## src/rtl/ad7124_spi_responder_pkg.sv

```systemverilog
// rtl/ad7124_spi_responder_pkg.sv - shared AD7124 responder definitions
// Purpose: register addresses, reset values, bit positions, FSM encoding and
//          the register width lookup used by the responder.
// Ports:   none (package).
package ad7124_spi_responder_pkg;

  typedef enum logic [1:0] {
    ST_IDLE = 2'd0,
    ST_COMM = 2'd1,
    ST_WR   = 2'd2,
    ST_RD   = 2'd3
  } state_e;

  localparam logic [5:0] ADDR_STATUS   = 6'h00;
  localparam logic [5:0] ADDR_ADC_CTRL = 6'h01;
  localparam logic [5:0] ADDR_DATA     = 6'h02;
  localparam logic [5:0] ADDR_IO_CON1  = 6'h03;
  localparam logic [5:0] ADDR_IO_CON2  = 6'h04;
  localparam logic [5:0] ADDR_ID       = 6'h05;
  localparam logic [5:0] ADDR_CH0      = 6'h09;
  localparam logic [5:0] ADDR_CFG0     = 6'h19;

  localparam logic [7:0]  STATUS_RST   = 8'h80;
  localparam logic [15:0] ADC_CTRL_RST = 16'h0000;
  localparam logic [23:0] DATA_RST     = 24'h000000;
  localparam logic [23:0] IO_CON1_RST  = 24'h000000;
  localparam logic [15:0] IO_CON2_RST  = 16'h0000;
  localparam logic [15:0] CH0_RST      = 16'h8001;
  localparam logic [15:0] CHN_RST      = 16'h0001;
  localparam logic [15:0] CFG_RST      = 16'h0860;

  localparam int STATUS_RDY_BIT       = 7;
  localparam int ADC_CTRL_DATA_STATUS = 10;

  // Number of consecutive SDI ones that trigger the interface soft reset.
  localparam logic [6:0] SOFT_RST_ONES = 7'd64;

  // Transfer width in bits of a register access; unknown addresses move one byte.
  function automatic logic [5:0] reg_width(input logic [5:0] a,
                                           input logic [5:0] ch_last,
                                           input logic [5:0] cfg_last);
    logic [5:0] w;
    w = 6'd8;
    if (a >= ADDR_CH0 && a <= ch_last) begin
      w = 6'd16;
    end else if (a >= ADDR_CFG0 && a <= cfg_last) begin
      w = 6'd16;
    end else begin
      case (a)
        ADDR_ADC_CTRL: w = 6'd16;
        ADDR_DATA:     w = 6'd24;
        ADDR_IO_CON1:  w = 6'd24;
        ADDR_IO_CON2:  w = 6'd16;
        default:       w = 6'd8;
      endcase
    end
    return w;
  endfunction

endpackage

```

## src/rtl/ad7124_spi_responder_if.sv

```systemverilog
// rtl/ad7124_spi_responder_if.sv - SPI pin bundle for the AD7124 responder
// Purpose: groups the four-wire SPI pins plus the DOUT tristate enable.
// Signals: spi_sclk, spi_csn, spi_sdi (master -> responder),
//          spi_sdo_o, spi_sdo_t (responder -> master, sdo_t=1 means high-Z).
interface ad7124_spi_responder_if;
  logic spi_sclk;
  logic spi_csn;
  logic spi_sdi;
  logic spi_sdo_o;
  logic spi_sdo_t;

  modport master (
    output spi_sclk,
    output spi_csn,
    output spi_sdi,
    input  spi_sdo_o,
    input  spi_sdo_t
  );

  modport slave (
    input  spi_sclk,
    input  spi_csn,
    input  spi_sdi,
    output spi_sdo_o,
    output spi_sdo_t
  );
endinterface

```

## src/rtl/ad7124_spi_responder_sync.sv

```systemverilog
// rtl/ad7124_spi_responder_sync.sv - SPI pin synchroniser and edge detector
// Purpose: 2-FF synchronisers for sclk/csn/sdi (preset to 1) and single-cycle
//          edge pulses derived from the synchronised sclk and csn.
// Ports:   clk_i, rst_ni          clock, async active-low reset
//          sclk_i, csn_i, sdi_i   raw SPI pins
//          csn_o, sdi_o           synchronised levels
//          sclk_rise_o/fall_o     detected SCLK edges
//          csn_fall_o/rise_o      detected chip-select edges
module ad7124_spi_responder_sync (
  input  logic clk_i,
  input  logic rst_ni,
  input  logic sclk_i,
  input  logic csn_i,
  input  logic sdi_i,
  output logic csn_o,
  output logic sdi_o,
  output logic sclk_rise_o,
  output logic sclk_fall_o,
  output logic csn_fall_o,
  output logic csn_rise_o
);

  // [0],[1] are the synchroniser stages; [2] holds the previous synced value.
  logic [2:0] sclk_q;
  logic [2:0] csn_q;
  logic [1:0] sdi_q;

  always_ff @(posedge clk_i or negedge rst_ni) begin
    if (!rst_ni) begin
      sclk_q <= 3'b111;
      csn_q  <= 3'b111;
      sdi_q  <= 2'b11;
    end else begin
      sclk_q <= {sclk_q[1:0], sclk_i};
      csn_q  <= {csn_q[1:0], csn_i};
      sdi_q  <= {sdi_q[0], sdi_i};
    end
  end

  assign csn_o       = csn_q[1];
  assign sdi_o       = sdi_q[1];
  assign sclk_rise_o = sclk_q[1] & ~sclk_q[2];
  assign sclk_fall_o = ~sclk_q[1] & sclk_q[2];
  assign csn_fall_o  = ~csn_q[1] & csn_q[2];
  assign csn_rise_o  = csn_q[1] & ~csn_q[2];

endmodule

```

## src/rtl/ad7124_spi_responder.sv

```systemverilog
// rtl/ad7124_spi_responder.sv - AD7124 ADC SPI responder model
// Purpose: behaves as one AD7124 on a mode-3 SPI bus: decodes comms bytes,
//          serves register reads/writes, presents fabric-fed conversion
//          results and drives DOUT/RDY.
// Ports:   aclk, aresetn                  clock (>= 8x SCLK), async active-low reset
//          spi (slave modport)            sclk/csn/sdi in, sdo_o/sdo_t out
//          smp_valid, smp_data, smp_ch    new conversion result pulse
//          rdy_n                          STATUS[7] mirror
//          reg_wr, reg_wr_addr, reg_wr_data  committed write report
module ad7124_spi_responder
  import ad7124_spi_responder_pkg::*;
#(
  parameter logic [7:0] ID_VALUE = 8'h14,
  parameter int         NUM_CH   = 16,
  parameter int         NUM_CFG  = 8
) (
  input  logic                          aclk,
  input  logic                          aresetn,
  ad7124_spi_responder_if.slave         spi,
  input  logic                          smp_valid,
  input  logic [23:0]                   smp_data,
  input  logic [3:0]                    smp_ch,
  output logic                          rdy_n,
  output logic                          reg_wr,
  output logic [5:0]                    reg_wr_addr,
  output logic [23:0]                   reg_wr_data
);

  localparam logic [5:0] CH_LAST  = 6'(ADDR_CH0 + NUM_CH - 1);
  localparam logic [5:0] CFG_LAST = 6'(ADDR_CFG0 + NUM_CFG - 1);

  logic csn_s, sdi_s, sclk_rise, sclk_fall, csn_fall, csn_rise;

  ad7124_spi_responder_sync u_sync (
    .clk_i       (aclk),
    .rst_ni      (aresetn),
    .sclk_i      (spi.spi_sclk),
    .csn_i       (spi.spi_csn),
    .sdi_i       (spi.spi_sdi),
    .csn_o       (csn_s),
    .sdi_o       (sdi_s),
    .sclk_rise_o (sclk_rise),
    .sclk_fall_o (sclk_fall),
    .csn_fall_o  (csn_fall),
    .csn_rise_o  (csn_rise)
  );

  state_e      state_q;
  logic [4:0]  bit_cnt_q;
  logic [5:0]  width_q;
  logic [5:0]  addr_q;
  logic [22:0] sin_q;
  logic [31:0] sout_q;
  logic [6:0]  ones_q;
  logic        sdo_q, sdo_t_q;
  logic        reg_wr_q;
  logic [5:0]  reg_wr_addr_q;
  logic [23:0] reg_wr_data_q;

  logic [7:0]  status_q;
  logic [15:0] adc_ctrl_q;
  logic [23:0] data_q;
  logic [23:0] io_con1_q;
  logic [15:0] io_con2_q;
  logic [15:0] ch_q  [NUM_CH];
  logic [15:0] cfg_q [NUM_CFG];

  // Comms-byte decode, evaluated with the current SDI bit as the byte's LSB.
  logic [7:0]  comm_byte_d;
  logic [5:0]  dec_addr_d;
  logic        dec_rd_d;
  logic [5:0]  dec_width_d;
  logic        dec_is_ch, dec_is_cfg;
  logic [3:0]  dec_ch_off;
  logic [2:0]  dec_cfg_off;
  logic [31:0] rd_val_d;

  logic [23:0] wr_word_d;
  logic        wr_is_ch, wr_is_cfg;
  logic [3:0]  wr_ch_off;
  logic [2:0]  wr_cfg_off;
  logic        last_bit_d;
  logic        soft_rst_d;

  assign comm_byte_d = {sin_q[6:0], sdi_s};
  assign dec_addr_d  = comm_byte_d[5:0];
  assign dec_rd_d    = comm_byte_d[6];
  assign dec_is_ch   = (dec_addr_d >= ADDR_CH0)  && (dec_addr_d <= CH_LAST);
  assign dec_is_cfg  = (dec_addr_d >= ADDR_CFG0) && (dec_addr_d <= CFG_LAST);
  assign dec_ch_off  = 4'(dec_addr_d - ADDR_CH0);
  assign dec_cfg_off = 3'(dec_addr_d - ADDR_CFG0);

  // DATA reads grow to 32 bits when the STATUS byte is appended.
  assign dec_width_d = (dec_rd_d && dec_addr_d == ADDR_DATA && adc_ctrl_q[ADC_CTRL_DATA_STATUS])
                       ? 6'd32 : reg_width(dec_addr_d, CH_LAST, CFG_LAST);

  always_comb begin
    rd_val_d = '0;
    if (dec_is_ch) begin
      rd_val_d = {16'h0, ch_q[dec_ch_off]};
    end else if (dec_is_cfg) begin
      rd_val_d = {16'h0, cfg_q[dec_cfg_off]};
    end else begin
      case (dec_addr_d)
        ADDR_STATUS:   rd_val_d = {24'h0, status_q};
        ADDR_ADC_CTRL: rd_val_d = {16'h0, adc_ctrl_q};
        ADDR_DATA:     rd_val_d = adc_ctrl_q[ADC_CTRL_DATA_STATUS] ? {data_q, status_q}
                                                                   : {8'h0, data_q};
        ADDR_IO_CON1:  rd_val_d = {8'h0, io_con1_q};
        ADDR_IO_CON2:  rd_val_d = {16'h0, io_con2_q};
        ADDR_ID:       rd_val_d = {24'h0, ID_VALUE};
        default:       rd_val_d = '0;
      endcase
    end
  end

  // The shift-in register is cleared at decode, so the word is right-aligned.
  assign wr_word_d  = {sin_q, sdi_s};
  assign wr_is_ch   = (addr_q >= ADDR_CH0)  && (addr_q <= CH_LAST);
  assign wr_is_cfg  = (addr_q >= ADDR_CFG0) && (addr_q <= CFG_LAST);
  assign wr_ch_off  = 4'(addr_q - ADDR_CH0);
  assign wr_cfg_off = 3'(addr_q - ADDR_CFG0);
  assign last_bit_d = ({1'b0, bit_cnt_q} == (width_q - 6'd1));
  assign soft_rst_d = sclk_rise && sdi_s && (ones_q == SOFT_RST_ONES - 7'd1);

  always_ff @(posedge aclk or negedge aresetn) begin
    if (!aresetn) begin
      state_q       <= ST_IDLE;
      bit_cnt_q     <= '0;
      width_q       <= 6'd8;
      addr_q        <= '0;
      sin_q         <= '0;
      sout_q        <= '0;
      ones_q        <= '0;
      sdo_q         <= 1'b1;
      sdo_t_q       <= 1'b1;
      reg_wr_q      <= 1'b0;
      reg_wr_addr_q <= '0;
      reg_wr_data_q <= '0;
      status_q      <= STATUS_RST;
      adc_ctrl_q    <= ADC_CTRL_RST;
      data_q        <= DATA_RST;
      io_con1_q     <= IO_CON1_RST;
      io_con2_q     <= IO_CON2_RST;
      for (int i = 0; i < NUM_CH; i++)  ch_q[i]  <= (i == 0) ? CH0_RST : CHN_RST;
      for (int i = 0; i < NUM_CFG; i++) cfg_q[i] <= CFG_RST;
    end else begin
      reg_wr_q <= 1'b0;
      if (csn_s) begin
        // Deselected: release DOUT and abandon any partial transfer.
        sdo_q   <= 1'b1;
        sdo_t_q <= 1'b1;
        ones_q  <= '0;
        if (csn_rise) begin
          state_q   <= ST_IDLE;
          bit_cnt_q <= '0;
        end
      end else begin
        sdo_t_q <= 1'b0;
        if (csn_fall) begin
          state_q   <= ST_COMM;
          bit_cnt_q <= '0;
          ones_q    <= '0;
          sdo_q     <= status_q[STATUS_RDY_BIT];
        end else begin
          if (sclk_fall) begin
            if (state_q == ST_RD) begin
              sdo_q  <= sout_q[31];
              sout_q <= {sout_q[30:0], 1'b0};
            end else begin
              sdo_q <= status_q[STATUS_RDY_BIT];
            end
          end
          if (sclk_rise) begin
            ones_q <= sdi_s ? ones_q + 7'd1 : 7'd0;
            if (soft_rst_d) begin
              state_q    <= ST_COMM;
              bit_cnt_q  <= '0;
              sin_q      <= '0;
              ones_q     <= '0;
              status_q   <= STATUS_RST;
              adc_ctrl_q <= ADC_CTRL_RST;
              data_q     <= DATA_RST;
              io_con1_q  <= IO_CON1_RST;
              io_con2_q  <= IO_CON2_RST;
              for (int i = 0; i < NUM_CH; i++)  ch_q[i]  <= (i == 0) ? CH0_RST : CHN_RST;
              for (int i = 0; i < NUM_CFG; i++) cfg_q[i] <= CFG_RST;
            end else begin
              case (state_q)
                ST_COMM: begin
                  sin_q <= {sin_q[21:0], sdi_s};
                  if (bit_cnt_q == 5'd7) begin
                    bit_cnt_q <= '0;
                    // A set bit 7 (WEN high) means the byte is not a command.
                    if (!comm_byte_d[7]) begin
                      addr_q  <= dec_addr_d;
                      width_q <= dec_width_d;
                      sin_q   <= '0;
                      if (dec_rd_d) begin
                        state_q <= ST_RD;
                        sout_q  <= rd_val_d << (6'd32 - dec_width_d);
                      end else begin
                        state_q <= ST_WR;
                      end
                    end
                  end else begin
                    bit_cnt_q <= bit_cnt_q + 5'd1;
                  end
                end
                ST_WR: begin
                  sin_q <= {sin_q[21:0], sdi_s};
                  if (last_bit_d) begin
                    state_q       <= ST_COMM;
                    bit_cnt_q     <= '0;
                    reg_wr_q      <= 1'b1;
                    reg_wr_addr_q <= addr_q;
                    reg_wr_data_q <= wr_word_d;
                    if (wr_is_ch) begin
                      ch_q[wr_ch_off] <= wr_word_d[15:0];
                    end else if (wr_is_cfg) begin
                      cfg_q[wr_cfg_off] <= wr_word_d[15:0];
                    end else begin
                      case (addr_q)
                        ADDR_ADC_CTRL: adc_ctrl_q <= wr_word_d[15:0];
                        ADDR_IO_CON1:  io_con1_q  <= wr_word_d;
                        ADDR_IO_CON2:  io_con2_q  <= wr_word_d[15:0];
                        default: ;
                      endcase
                    end
                  end else begin
                    bit_cnt_q <= bit_cnt_q + 5'd1;
                  end
                end
                ST_RD: begin
                  if (last_bit_d) begin
                    state_q   <= ST_COMM;
                    bit_cnt_q <= '0;
                    if (addr_q == ADDR_DATA) status_q[STATUS_RDY_BIT] <= 1'b1;
                  end else begin
                    bit_cnt_q <= bit_cnt_q + 5'd1;
                  end
                end
                default: ;
              endcase
            end
          end
        end
      end
      // Placed last so a fresh sample overrides a coincident DATA-read completion.
      if (smp_valid) begin
        data_q                   <= smp_data;
        status_q[3:0]            <= smp_ch;
        status_q[STATUS_RDY_BIT] <= 1'b0;
      end
    end
  end

  assign spi.spi_sdo_o = sdo_q;
  assign spi.spi_sdo_t = sdo_t_q;
  assign rdy_n         = status_q[STATUS_RDY_BIT];
  assign reg_wr        = reg_wr_q;
  assign reg_wr_addr   = reg_wr_addr_q;
  assign reg_wr_data   = reg_wr_data_q;

endmodule

```

## src/flat_wrapper.sv

```systemverilog
// flat-port wrapper written by rule: the top's interface ports become plain ports
module ad7124_spi_responder_flat import ad7124_spi_responder_pkg::*;
#(
  parameter logic [7:0] ID_VALUE = 8'h14,
  parameter int         NUM_CH   = 16,
  parameter int         NUM_CFG  = 8
)
  (aclk, aresetn, smp_valid, smp_data, smp_ch, rdy_n, reg_wr, reg_wr_addr, reg_wr_data, spi_spi_sclk, spi_spi_csn, spi_spi_sdi, spi_spi_sdo_o, spi_spi_sdo_t);
  ad7124_spi_responder_if spi_i ();
  input  logic aclk;
  input  logic aresetn;
  input  logic smp_valid;
  input  logic [23:0] smp_data;
  input  logic [3:0] smp_ch;
  output logic rdy_n;
  output logic reg_wr;
  output logic [5:0] reg_wr_addr;
  output logic [23:0] reg_wr_data;
  input wire logic [$bits(spi_i.spi_sclk)-1:0] spi_spi_sclk;
  input wire logic [$bits(spi_i.spi_csn)-1:0] spi_spi_csn;
  input wire logic [$bits(spi_i.spi_sdi)-1:0] spi_spi_sdi;
  output wire logic [$bits(spi_i.spi_sdo_o)-1:0] spi_spi_sdo_o;
  output wire logic [$bits(spi_i.spi_sdo_t)-1:0] spi_spi_sdo_t;
  assign spi_i.spi_sclk = spi_spi_sclk;
  assign spi_i.spi_csn = spi_spi_csn;
  assign spi_i.spi_sdi = spi_spi_sdi;
  assign spi_spi_sdo_o = spi_i.spi_sdo_o;
  assign spi_spi_sdo_t = spi_i.spi_sdo_t;
  ad7124_spi_responder #(.ID_VALUE(ID_VALUE), .NUM_CH(NUM_CH), .NUM_CFG(NUM_CFG)) u_core (.aclk(aclk), .aresetn(aresetn), .spi(spi_i), .smp_valid(smp_valid), .smp_data(smp_data), .smp_ch(smp_ch), .rdy_n(rdy_n), .reg_wr(reg_wr), .reg_wr_addr(reg_wr_addr), .reg_wr_data(reg_wr_data));
endmodule
```

## config.mk

```make
export PLATFORM = sky130hd
export DESIGN_NAME = ad7124_spi_responder_flat
export DESIGN_NICKNAME = d
export VERILOG_FILES = /design/src/rtl/ad7124_spi_responder_pkg.sv /design/src/rtl/ad7124_spi_responder_if.sv /design/src/rtl/ad7124_spi_responder_sync.sv /design/src/rtl/ad7124_spi_responder.sv /design/src/flat_wrapper.sv
export SDC_FILE = /design/constraint.sdc
export NUM_CORES = 1
export LEC_CHECK = 0
export ABC_CLOCK_PERIOD_IN_PS = 11600
export BUFFER_PORTS_ARGS = -buffer_cell sky130_fd_sc_hd__clkbuf_2
export CAP_MARGIN = 15
export CORE_MARGIN = 2
export CORE_UTILIZATION = 35
export DETAILED_ROUTE_END_ITERATION = 8
export GPL_TIMING_DRIVEN = 0
export PLACE_DENSITY = 0.48
export SKIP_CTS_REPAIR_TIMING = 1
export SYNTH_ARGS = -nofsm -noshare
export SYNTH_HDL_FRONTEND = slang
export SYNTH_SLANG_ARGS = --single-unit
```

## constraint.sdc

```tcl
create_clock -name aclk -period 11.6 [get_ports aclk]
set_clock_uncertainty 0.2 [all_clocks]
set_input_delay 1.16 -clock aclk [delete_from_list [all_inputs] [get_ports aclk]]
set_output_delay 1.16 -clock aclk [all_outputs]
set_load 0.05 [all_outputs]
```

==> results of run 1 <==
-- critical path: stages, from the launching register on --
cell       delay [ns]
dfstp_2          0.40
buf_4            0.21
inv_1            0.09
clkbuf_1         0.51
buf_1            0.63
ha_1             0.41
nor4b_1          0.33
nor4_1           0.12
clkbuf_1         0.36
o41ai_1          1.04
ha_1             0.37
clkbuf_1         0.20
nor4_1           0.85
clkbuf_1         0.53
o2111ai_1        0.31
nand3_1          0.17
-- power by group --
| part | switching [mW] | internal, mW |
|---|---|---|
| clock network | 0.913 | 1.38 |
| logic | 0.803 | 0.304 |
| registers | 0.0389 | 2.08 |
-- worst paths after layout --
path                            depth (start not counted)                                  to  slack, ns
worst max register to register                         15       u_core.sout_q[21]$_DFFE_PN0P_       4.77
max in group asynchronous                               4         u_core.ch_q[60]$_DFFE_PN0P_       9.20
worst min-delay path                                    0    u_core.u_sync.sdi_q[1]$_DFF_PN1_       0.16
min in group asynchronous                               1  u_core.reg_wr_data[19]$_DFFE_PN0P_       0.27
worst min register to register                          0    u_core.u_sync.sdi_q[1]$_DFF_PN1_       0.16
worst max-delay path                                   15       u_core.sout_q[21]$_DFFE_PN0P_       4.77
-- stage by stage --
stage / power (mW) / instances / utilization [%]
global route: 5.67 / 3874 / 40.7
floorplan: 2.75 / 2615 / -
detailed placement: 3.24 / 3748 / 37.8
CTS: 5.52 / 3873 / 40.7
finish: 5.52 / 3875 / 40.7
global placement: 3.23 / 3741 / 37.5
-- cell type report --
type | instances | area (sq um)
repair buffers | 74 | 517
fillers | 7863 | 47900
multi-input cells | 1766 | 12800
inverters | 25 | 98.8
well taps | 1060 | 1330
plain buffers | 237 | 1010
clock buffers | 105 | 2120
clock inverters | 20 | 256
diodes | 1 | 2.50
flip-flops and latches | 587 | 14800
-- state kept, by name, indices dropped and copies added, names as in the netlist --
register and count:
u_core.u_sync.sclk_q 3, u_core.status_q 5, u_core.io_con1_q 24, u_core.state_q 2
u_core.adc_ctrl_q 16, u_core.reg_wr 1, u_core.sin_q 23, u_core.width_q 3
u_core.addr_q 6, u_core.io_con2_q 16, u_core.data_q 24, u_core.reg_wr_data 24
u_core.ch_q 256, u_core.u_sync.sdi_q 2, u_core.bit_cnt_q 5, u_core.sout_q 32
u_core.reg_wr_addr 6, u_core.cfg_q 128, u_core.u_sync.csn_q 2, u_core.spi.spi_sdo_o 1
u_core.spi.spi_sdo_t 1, u_core.ones_q 7
-- logic make-up (layout without fill, tap and decap cells) --
logic type,after synthesis,count (layout),share of synthesized area [%]
AND/OR/NAND/NOR,837,837,14.6
flip-flops,587,587,51.5
AO/OA/AOI/OAI,571,571,12.4
multiplexers,331,331,16.6
buffers and inverters,262,461,3.88
adder cells (fa/ha/maj),17,17,0.742
XOR/XNOR,10,10,0.306
other,0,1,0
-- layer usage --
layer  global-route usage, %  share of wire [%]  vias to the layer above  routed length (um)
met4                    12.3                5.3                        4                5980
met5                       0              0.023                        -                  26
met3                    4.70                6.5                      277                7360
met2                    43.3                 47                     1010               53300
met1                    34.4                 41                    12000               46300
li1                        -                  -                     9876                   -
-- placed cells by master, fill, tap and decap left out, types with 57 or more instances in the layout --
cell / count
mux4_2: 109
nor2_1: 74
clkbuf_16: 73
dfrtp_1: 535
o21ai_0: 250
mux2i_1: 157
clkbuf_2: 66
o21ai_1: 69
clkbuf_1: 167
nand3_1: 269
nand2_1: 329
a21oi_1: 57
mux2_2: 65
==> metrics.csv, run 1 <==
metric,value,unit
cap_viol_max_count,0,
path_class,reg2reg,
syn2layout_area_growth,14.8,%
grt_max_degree,110,
io_buffers,66,
overflow,0,
cts.clk_slew.worst_paths,0.06,ns
die_x,290,um
start_util,35.5,%
r2r_start,u_core.u_sync.sdi_q[1]$_DFF_PN1_,
coreArea,80800,sq um
synthCells,2615,
rows,104,
drt_iter0_drc,2319,
synthTopCellsByArea,"dfrtp_1 47%, mux4_2 8.6%, mux2i_1 5.5%",
nets,2812,
peakVddDrop,0.0000932,V
die_y,290,um
syn_nets,2666,
routed_wl,113000,um
ant_nets,0,
cts_max_path_buffers,3,
synth_commonest_cells,"535 x dfrtp_1, 329 x nand2_1, 269 x nand3_1",
ys_seq_elements,587,
drcViolationCount,0,
hold_ws,0.155,ns
maxSlewViolCount,0,
rsz0062_at_grt,false,
maxSlewHeadroom,11.6,%
synth.most_common_cell,dfrtp_1,
async_flop_share,100,%
hold_class,reg2reg,
vias_per_cell,5.99,
fin_crit_sh,58.9,%
fmax,146,MHz
power.density,168,nW/um^2
cts_buffers,70,
grt_pass1_vias,23400,
synth_flop_cell,dfrtp_1,
setup.worst_path.end_class,register,
track_usage,26.6,%
wire_per_inst,29.1,um
crit_start,u_core.u_sync.sdi_q[1]$_DFF_PN1_,
drive_gt1_share,19.0,%
cts.sinks,587,
cp.required,11.94,ns
hold_start,u_core.u_sync.sdi_q[0]$_DFF_PN1_,
post-route-min-period,6.83,ns
yosysSeqAreaShare,51.5,%
final_hold_viol_count,0,
io_pins,68,
die_area,84200,sq um
finalInstanceArea,32900,sq um
dr_total_vias,23200,
setup_viol,0,
worstPathMaxFanout,12,
drt_pass1_iterations,7,
hpwl,80600,um
worstMarginPinSlew,1.32,ns
dpl_worst_slack,4.80,ns
grt_pass1_wl,164000,um
cts_tree,yes,
cts_max_level,3,
synth_edf_count,0,
synth_largest_area_cell,dfrtp_1,
antenna_found_initial,3,
place.gp.congestion,0.932,
ys_warn_count,0,
dpl-instance-area,30500,sq um
yosysTopAreaCellShare,46.7,%
finalSetupTns,0,ns
cp-start-kind,register,
yosysUniqueCellTypes,85,
insertion_delay,0.62,ns
fin_ws,4.77,ns
cp.arrival,7.17,ns
status,completed,
root_buffer,clkbuf_16,
power.leakage,14.9,nW
avgSynthCellArea,11.0,sq um
syn_area,28700,sq um
Note: power is estimated with default switching activity, not from simulation.
==> inputs of run 2 (changes only) <==
--- a/config.mk
+++ b/config.mk
@@ -5,14 +5,14 @@
 export SDC_FILE = /design/constraint.sdc
 export NUM_CORES = 1
 export LEC_CHECK = 0
-export ABC_CLOCK_PERIOD_IN_PS = 11600
+export ABC_CLOCK_PERIOD_IN_PS = 5800
 export BUFFER_PORTS_ARGS = -buffer_cell sky130_fd_sc_hd__clkbuf_2
 export CAP_MARGIN = 15
 export CORE_MARGIN = 2
 export CORE_UTILIZATION = 35
 export DETAILED_ROUTE_END_ITERATION = 8
 export GPL_TIMING_DRIVEN = 0
-export PLACE_DENSITY = 0.48
+export PLACE_DENSITY = 0.49
 export SKIP_CTS_REPAIR_TIMING = 1
 export SYNTH_ARGS = -nofsm -noshare
 export SYNTH_HDL_FRONTEND = slang
==> constraint.sdc (replaced) <==
create_clock -name aclk -period 5.8 [get_ports aclk]
set_clock_uncertainty 0.2 [all_clocks]
set_input_delay 0.58 -clock aclk [delete_from_list [all_inputs] [get_ports aclk]]
set_output_delay 0.58 -clock aclk [all_outputs]
set_load 0.05 [all_outputs]
==> metrics.csv, run 2 (synthesized netlist as in run 1, its figures left out) <==
metric,value,unit,change
fin_util,40.8,%,+0.15 points
largestRegisters,"u_core.ch_q: 256 flops, u_core.cfg_q: 128 flops, u_core.sout_q: 32 flops",,
drt_iter0_drc,2358,,+1.7%
regMostFlops,u_core.ch_q,,
cts_max_path_buffers,3,,unchanged
overflow,0,,unchanged
die_y,290,um,unchanged
wire_per_inst,28.8,um,-1.2%
cp-start-kind,register,,
violations,hold timing,,
setup.worst_path.end_class,register,,
rows,104,,unchanged
cts_buffers,71,,+1.4%
hpwl,79800,um,-0.96%
cp.required,6.08,ns,-5.86 ns
final_cells,3892,,+0.44%
maxSlewHeadroom,21.4,%,+9.9 points
routed_wl,112000,um,-0.78%
hold_ws,-0.00445,ns,-0.160 ns
path_class,reg2reg,,
setup_viol,0,,unchanged
cts.sinks,587,,unchanged
grt_use_met3,5.03,%,+0.34 points
io_pins,68,,unchanged
cts_tree,yes,,
vias_per_cell,5.98,,-0.18%
root_buffer,clkbuf_16,,
largest_reg_flops,256,,unchanged
grt_pass1_vias,23500,,+0.64%
final_hold_viol_count,2,,+2
slowest_stage,dfstp_2,,
dpl_worst_slack,-1.09,ns,-5.89 ns
cp.arrival,6.05,ns,-1.12 ns
rsz0062_at_grt,true,,
worstPathMaxFanout,12,,unchanged
drcViolationCount,0,,unchanged
multi_input_area,12800,sq um,+0.24%
dpl-instance-area,30500,sq um,unchanged
path_cells,buf_4 > inv_1 > clkbuf_2 > ha_1 > nor4b_1 > or4_1 > clkbuf_1 > o311a_4 > inv_6 > buf_2 > ha_1 > clkbuf_1 > nor3_2 > nand2_1 > or4b_1 > o211ai_1,,
seqCellArea,14800,sq um,unchanged
cts.clk_slew.worst_paths,0.06,ns,about the same
post-route-min-period,5.76,ns,-1.07 ns
coreArea,80800,sq um,unchanged
nets,2828,,+0.57%
syn2layout_area_growth,15.2,%,
fin_ws,0.0357,ns,-4.73 ns
dr_total_vias,23300,,+0.25%
hold_class,in2reg,,
die_x,290,um,unchanged
cap_viol_max_count,0,,unchanged
use_met1,34.7,%,+0.33 points
peakVddDrop,0.000208,V,+120%
io_buffers,66,,unchanged
place.gp.congestion,0.933,,about the same
grtUsageMet2,42.5,%,-0.79 points
ant_nets,0,,unchanged
drt_pass1_iterations,8,,+1
power.leakage,14.9,nW,+0.27%
power,10.9,mW,+98%
antenna_found_initial,2,,-1
fmax,173,MHz,+19%
insertion_delay,0.64,ns,+0.02 ns
nFillCells,7808,,-0.70%
cts_max_level,3,,unchanged
drive_gt1_share,19.1,%,+0.10 points
track_usage,26.6,%,+0.027 points
final_cell_mix,"535 x dfrtp_1, 329 x nand2_1, 269 x nand3_1, 250 x o21ai_0, 170 x clkbuf_1",,
start_util,35.5,%,unchanged
power.density,330,nW/um^2,+97%
grt_max_degree,111,,+0.91%
maxSlewViolCount,0,,unchanged
worst_path_largest_cell_delay,0.60,ns,-0.44 ns
final_common_cell,dfrtp_1,,
worstMarginPinSlew,1.17,ns,-0.147 ns
die_area,84200,sq um,unchanged
status,"complete, but fails checks",,
placed_cells,3748,,unchanged
grt-busiest-layer,met2,,
fin_crit_sh,99.4,%,+40 points
grt_pass1_wl,165000,um,+0.63%
finalInstanceArea,33000,sq um,+0.37%
-- run 2: worst max-delay path: cells and delay by family (launching register included) --
family	cells	cell delay, ns
fa+ha+maj	2	0.64
buf+inv	7	1.76
simple gates	5	1.98
flops	1	0.60
compound gates	2	0.40
-- run 2: final timing paths --
path	startpoint	to	slack, ns	cells after the start
min in group asynchronous	aresetn	u_core.sin_q[19]$_DFFE_PN0P_	0.25	2
worst min register to register	u_core.u_sync.sclk_q[0]$_DFF_PN1_	u_core.u_sync.sclk_q[1]$_DFF_PN1_	0.14	0
worst max register to register	u_core.u_sync.sdi_q[1]$_DFF_PN1_	u_core.sout_q[15]$_DFFE_PN0P_	0.04	16
worst min-delay path	smp_data[22]	u_core.data_q[22]$_DFFE_PN0P_	-0.004	3
max in group asynchronous	aresetn	u_core.ch_q[107]$_DFFE_PN0P_	2.92	6
worst max-delay path	u_core.u_sync.sdi_q[1]$_DFF_PN1_	u_core.sout_q[15]$_DFFE_PN0P_	0.04	16
-- run 2: where the power goes --
group	switching [mW]	total, mW	internal (mW)
Sequential	0.0795	4.24	4.16
Clock	1.85	4.45	2.60
Combinational	1.59	2.21	0.625
Total	3.51	10.9	7.39
-- run 2: final cells by class --
| class | instances | area share (%) |
|---|---|---|
| Sequential cell | 587 | 44.7 |
| Multi-Input combinational cell | 1766 | 38.9 |
| Clock buffer | 106 | 6.12 |
| Tap cell | 1060 | 4.02 |
| Buffer | 235 | 3.08 |
| Timing Repair Buffer | 91 | 2.07 |
| Clock inverter | 20 | 0.811 |
| Inverter | 25 | 0.299 |
| Antenna cell | 2 | 0.0152 |
-- run 2: stage by stage --
stage	TNS [ns]	hold WS, ns
after floorplan	0	0.0844
after global placement	-5457.76	0.146
after detailed placement	-21.76	0.150
after CTS	-23.69	-0.328
after global routing	-0.139	0.000300
final	0	-0.00445
-- run 2: routing by layer --
layer | wire length, um | vias to the layer above
li1 | - | 9905
met1 | 46200 | 12100
met2 | 52100 | 1019
met3 | 7540 | 276
met4 | 6180 | 2
met5 | 14 | -
